$ cat src/rtl/block_token_emitter_pkg.sv
// Shared definitions for the begin/end block token emitter: token codes,
// ASCII constants and per-token character counts.
package block_token_emitter_pkg;

   localparam int unsigned IDX_W  = 3;
   localparam int unsigned CHAR_W = 8;

   typedef enum logic [1:0] {
      TOK_SPACE = 2'b00,
      TOK_BEGIN = 2'b01,
      TOK_END   = 2'b10,
      TOK_PAD   = 2'b11
   } token_e;

   localparam logic [CHAR_W-1:0] ASCII_SPACE = 8'h20;
   localparam logic [CHAR_W-1:0] ASCII_B     = 8'h62;
   localparam logic [CHAR_W-1:0] ASCII_D     = 8'h64;
   localparam logic [CHAR_W-1:0] ASCII_E     = 8'h65;
   localparam logic [CHAR_W-1:0] ASCII_G     = 8'h67;
   localparam logic [CHAR_W-1:0] ASCII_I     = 8'h69;
   localparam logic [CHAR_W-1:0] ASCII_N     = 8'h6E;
   localparam logic [CHAR_W-1:0] CASE_OFFSET = 8'h20;

   localparam logic [IDX_W-1:0] LEN_SPACE = 3'd1;
   localparam logic [IDX_W-1:0] LEN_BEGIN = 3'd6;
   localparam logic [IDX_W-1:0] LEN_END   = 3'd4;
   localparam logic [IDX_W-1:0] LEN_PAD   = 3'd2;

   // Index of the final character (always the trailing space) of a token
   function automatic logic [IDX_W-1:0] tok_last(input token_e tok);
      logic [IDX_W-1:0] len;
      case (tok)
         TOK_BEGIN: len = LEN_BEGIN;
         TOK_END:   len = LEN_END;
         TOK_PAD:   len = LEN_PAD;
         default:   len = LEN_SPACE;
      endcase
      return len - IDX_W'(1);
   endfunction

endpackage

$ cat src/rtl/block_token_rom.sv
// Combinational character table: (token, index) -> ASCII character plus a
// flag marking the token's final character.
module block_token_rom
   import block_token_emitter_pkg::*;
#(
   parameter bit               UPPER     = 1'b0,
   parameter logic [CHAR_W-1:0] FILL_CHAR = 8'h78
) (
   input  token_e             token,
   input  logic [IDX_W-1:0]   idx,
   output logic [CHAR_W-1:0]  char_c,
   output logic               last_c
);

   logic [CHAR_W-1:0] base;
   logic              is_letter;

   always_comb begin
      base      = ASCII_SPACE;
      is_letter = 1'b0;
      case (token)
         TOK_BEGIN: begin
            is_letter = 1'b1;
            case (idx)
               3'd0:    base = ASCII_B;
               3'd1:    base = ASCII_E;
               3'd2:    base = ASCII_G;
               3'd3:    base = ASCII_I;
               3'd4:    base = ASCII_N;
               default: is_letter = 1'b0;
            endcase
         end
         TOK_END: begin
            is_letter = 1'b1;
            case (idx)
               3'd0:    base = ASCII_E;
               3'd1:    base = ASCII_N;
               3'd2:    base = ASCII_D;
               default: is_letter = 1'b0;
            endcase
         end
         // Fill character is passed through untouched, never case-folded
         TOK_PAD: begin
            if (idx == 3'd0) base = FILL_CHAR;
         end
         default: base = ASCII_SPACE;
      endcase

      char_c = (UPPER && is_letter) ? base - CASE_OFFSET : base;
      last_c = (idx == tok_last(token));
   end

endmodule

$ cat src/rtl/block_token_emitter.sv
// Turns BEGIN/END/PAD/SPACE commands into a space-separated ASCII character
// stream and tracks block nesting depth and balance.
module block_token_emitter
   import block_token_emitter_pkg::*;
#(
   parameter int unsigned       DEPTH_W   = 8,
   parameter bit                UPPER     = 1'b0,
   parameter logic [CHAR_W-1:0] FILL_CHAR = 8'h78
) (
   input  logic               clk,
   input  logic               reset,
   input  logic               cmd_valid,
   input  logic [1:0]         cmd,
   output logic               cmd_ready,
   output logic [CHAR_W-1:0]  out_char,
   output logic               out_valid,
   input  logic               out_ready,
   output logic [DEPTH_W-1:0] depth,
   output logic               err,
   output logic               balanced
);

   typedef enum logic {IDLE, EMIT} state_e;

   localparam logic [DEPTH_W-1:0] DEPTH_MAX = '1;

   state_e             state_q, state_d;
   token_e             tok_q, tok_d;
   logic [IDX_W-1:0]   idx_q, idx_d;
   logic               last_q, last_d;
   logic [DEPTH_W-1:0] depth_d;
   logic               err_d, cmd_ready_d, out_valid_d;
   logic [CHAR_W-1:0]  out_char_d;
   logic               load;
   logic [CHAR_W-1:0]  rom_char;
   logic               rom_last;

   // Table is addressed by the next token/index so the character lands in a register
   block_token_rom #(
      .UPPER     (UPPER),
      .FILL_CHAR (FILL_CHAR)
   ) u_rom (
      .token  (tok_d),
      .idx    (idx_d),
      .char_c (rom_char),
      .last_c (rom_last)
   );

   always_ff @(posedge clk) begin
      if (reset) begin
         state_q   <= IDLE;
         tok_q     <= TOK_SPACE;
         idx_q     <= '0;
         last_q    <= 1'b0;
         depth     <= '0;
         err       <= 1'b0;
         cmd_ready <= 1'b1;
         out_valid <= 1'b0;
         out_char  <= '0;
      end else begin
         state_q   <= state_d;
         tok_q     <= tok_d;
         idx_q     <= idx_d;
         last_q    <= last_d;
         depth     <= depth_d;
         err       <= err_d;
         cmd_ready <= cmd_ready_d;
         out_valid <= out_valid_d;
         out_char  <= out_char_d;
      end
   end

   always_comb begin
      state_d     = state_q;
      tok_d       = tok_q;
      idx_d       = idx_q;
      depth_d     = depth;
      err_d       = err;
      cmd_ready_d = cmd_ready;
      out_valid_d = out_valid;
      load        = 1'b0;

      case (state_q)
         IDLE: begin
            if (cmd_valid) begin
               tok_d       = token_e'(cmd);
               idx_d       = '0;
               state_d     = EMIT;
               cmd_ready_d = 1'b0;
               out_valid_d = 1'b1;
               load        = 1'b1;
               // Error tokens still emit their characters; depth saturates
               if (tok_d == TOK_BEGIN) begin
                  if (depth != DEPTH_MAX) depth_d = depth + DEPTH_W'(1);
                  else                    err_d   = 1'b1;
               end else if (tok_d == TOK_END) begin
                  if (depth != '0) depth_d = depth - DEPTH_W'(1);
                  else             err_d   = 1'b1;
               end
            end
         end
         EMIT: begin
            if (out_ready) begin
               if (last_q) begin
                  state_d     = IDLE;
                  cmd_ready_d = 1'b1;
                  out_valid_d = 1'b0;
               end else begin
                  idx_d = idx_q + IDX_W'(1);
                  load  = 1'b1;
               end
            end
         end
         default: state_d = IDLE;
      endcase

      out_char_d = load ? rom_char : out_char;
      last_d     = load ? rom_last : last_q;
   end

   assign balanced = (depth == '0) && !err;

endmodule
$ cat config.mk
export PLATFORM = sky130hd
export DESIGN_NAME = block_token_emitter
export DESIGN_NICKNAME = d
export VERILOG_FILES = /design/src/rtl/block_token_emitter_pkg.sv /design/src/rtl/block_token_rom.sv /design/src/rtl/block_token_emitter.sv
export SDC_FILE = /design/constraint.sdc
export NUM_CORES = 1
export LEC_CHECK = 0
export CORE_AREA = 8 8 64 66
export DETAILED_ROUTE_END_ITERATION = 10
export DIE_AREA = 0 0 72 74
export PLACE_DENSITY = 0.84
export SYNTH_ARGS = -nofsm -noshare
export SYNTH_HDL_FRONTEND = slang
export SYNTH_SLANG_ARGS = --single-unit
$ cat constraint.sdc
create_clock -name clk -period 3 [get_ports clk]
set_input_delay 0.45 -clock clk [delete_from_list [all_inputs] [get_ports clk]]
set_output_delay 0.45 -clock clk [all_outputs]
set_load 0.02 [all_outputs]
==> run summary <==
Outcome: finished clean
Slew Limit Fails: 0
WP buf/inv: 3
Worst Setup End Kind: register
Worst R2R Setup Slack: 0.66 ns
Antenna-violating nets left: 0
Drt initial violations: 81
Number of gates resized after cts: 0
Layout cell share with drive strength beyond 1: 12.7%
Crit path cell chain: clkdlybuf4s50_1 > inv_1 > ha_1 > inv_1 > ha_1 > a211oi_1 > o21ai_0 > o31ai_1 > xnor2_1 > a21o_1 > a21oi_1
CTS HTree Levels: 1
Die ar.: 0.00533 mm^2
CTS buffer count: 3
Slowest CP cell: clkdlybuf4s50_1
Post-route cell area: 0.00190 mm^2
Reg2reg end: out_char[2]
# IOs: 26
Die H: 74 um
Post-synth top area share: 31.6%
Sequential-to-total area share from yosys stat: 31.6%
Hold path cells: 2
Port Buffers: 24
Worst Skew: 0.00591 ns
Dpl hpwl: 2650 um
Root buf cell: clkbuf_4
Synth-to-layout area growth: 19.7%
Die Span X: 72 um
Yosys Warn Count: 0
DRT Pass-1 Iters: 4
Leading post-synthesis cells by cell area: dfxtp_1 (32%), nor2_1 (6.4%), ha_1 (6.3%), a21oi_1 (4.4%), xnor2_1 (3.9%)
Ys flop type: dfxtp_1
Tot GR Track Use: 13.2%
Core area: 0.00318 mm^2
Slowest stage delay, CP: 0.51 ns
Setup Buffers After CTS: 0
Worst-case reg-to-reg path depth: 6
Unrepaired setup endpoints after global routing: no
Worst hold start: out_char[0]
Largest delay share family, worst path: compound AO/OA/AOI/OAI gates
Setup TNS: 0 ns
Placed Instance Area: 0.00187 mm^2
Wirelength per Cell: 13.9 um
Area of the mapped netlist: 0.00158 mm^2
Final Wtd Congestion: 0.948
CTS Hold Buffers Added: 0
Avg Cell Area, Syn: 8.80 um^2
Via-to-Cell Ratio: 5.53
Routed Wire Length: 3480 um
Max-slew headroom: 63.8%
Critical path type: in -> reg
Largest net degree at the start of global routing: 16
Max Freq: 0.382 GHz
Vias in the first global route: 1263
CTS tree: done
Worst-Margin Slew: 0.542 ns
Asr flop ratio synth: 0%
Final setup fails: 0
Total global routing overflow: 0
Max-Cap Viols: 0
FP Rows: 21
Leakage Power: 0.730 nW
DR vias: 1388
Initial antenna violation count: 0
Final Hold Fails: 0
Crit Reg-Reg Startpoint: idx_q[0]
Hold path endpoint: out_char[0]
Power Density: 496 mW/mm^2
Clk slew on worst S/H paths: 0.15 ns
DRC Markers: 0
Cell taking the most area after synthesis: dfxtp_1
Min cycle time layout: 2.62 ns
Worst hold path class: reg -> reg
Fin nets: 221
WP data required: 3.20 ns
Post-synth EDFFs: 0
Library cells used by synthesis: 55
Clock Latency Late Sink: 0.32 ns
Net Count, Synth: 195
Tcrit/Tclk final: 87.2%
Syn Inst Count: 180
Clock Tree Buf Depth: 2
Worst VDD drop: 172 uV
Clock sink count: 25
CP Max Fanout: 8
Initial core utilization: 49.8%
Critical Path Source Type: primary input
Synth Register Bits: 25
# diodes: 0
CP arrival: 2.82 ns
First-pass GRT wire length: 5740 um
==> final cells by class <==
class | instances | area, um^2
Clock buffer | 3 | 22.5
Sequential cell | 25 | 500
Clock inverter | 1 | 5.00
Multi-Input combinational cell | 143 | 1020
Fill cell | 300 | 1280
Inverter | 5 | 18.8
Tap cell | 46 | 57.6
Timing Repair Buffer | 28 | 270
==> worst max-delay path by stage <==
stage,startpoint,end,depth (start not counted)
after floorplan,cmd[1],depth[7],10
after global placement,cmd[1],depth[7],11
final,cmd[1],depth[7],11
after global routing,cmd[1],depth[7],11
after CTS,cmd[1],depth[7],11
after detailed placement,cmd[1],depth[7],11
==> cells in the mapped netlist, types with 2 or more instances <==
cell type and number:
nor2_1 27, dfxtp_1 25, a21oi_1 14, nor3_1 10
ha_1 8, xnor2_1 7, mux2i_1 6, nand3_1 6
o21ai_0 6, inv_1 5, nand2_1 5, a21o_1 4
a311oi_1 3, mux2_2 3, a211oi_1 2, buf_2 2
buf_4 2, clkbuf_1 2, nand2_2 2, nand2b_1 2
nand4_1 2, nor3b_1 2, o21ai_1 2, or4_1 2
==> through the flow <==
| step | instances | worst slack, ns | total power [mW] | util [%] | hold slack [ns] |
|---|---|---|---|---|---|
| final | 251 | 0.384 | 0.941 | 59.6 | 0.463 |
| after detailed placement | 247 | 0.0767 | 0.790 | 58.8 | 0.448 |
| after floorplan | 180 | 0.797 | 0.667 | - | 0.493 |
| after global routing | 251 | 0.236 | 0.990 | 59.6 | 0.484 |
| after global placement | 247 | 0.218 | 0.781 | 58.8 | 0.439 |
| after CTS | 251 | 0.401 | 0.944 | 59.6 | 0.467 |
==> sequential cells by signal (all words and copies together), names as in the netlist <==
name,count
out_valid,1
cmd_ready,1
out_char,7
last_q,1
depth,8
err,1
state_q,1
idx_q,3
tok_q,2
==> cells in the final DEF (no fill, tap or decap), types with 3 or more instances in the layout <==
master and n:
a21o_1 4, a21oi_1 14, a311oi_1 3, buf_4 4, clkbuf_4 3, clkdlybuf4s50_1 24, dfxtp_1 25, ha_1 8
inv_1 5, mux2_2 3, mux2i_1 6, nand2_1 5, nand3_1 6, nor2_1 27, nor3_1 10, o21ai_0 6
xnor2_1 7
==> cell families (layout without fill, tap and decap cells) <==
kind of cell    count (synthesis)  in the layout  share of synthesized area (%)
compound gates                 44             44                           20.7
mux                            10             10                           6.79
fa+ha+maj                       9              9                           7.58
xor+xnor                        8              8                           4.42
buf+inv                        12             37                           3.95
simple gates                   71             71                           24.7
other cells                     1              1                          0.237
flops                          25             25                           31.6
==> tightest hold or removal path, stage by stage (launching register included) <==
cell and delay (ns):
dfxtp_1 0.34, nand2_1 0.05, a21oi_1 0.05
==> where the power goes <==
part           total (mW)  internal, mW  switching [mW]
clock               0.158        0.0500           0.108
sequential          0.399         0.363          0.0362
combinational       0.384         0.183           0.201
total               0.941         0.595           0.346
==> routing by layer <==
| layer | vias up | part of all wire, % | global-route usage (%) |
|---|---|---|---|
| met5 | - | 0 | 0 |
| met4 | 0 | 1.7 | 5.44 |
| met3 | 6 | 5.0 | 1.35 |
| met2 | 34 | 45 | 21.7 |
| met1 | 636 | 48 | 17.2 |
| li1 | 712 | - | - |
Note: power is estimated with default switching activity, not from simulation.
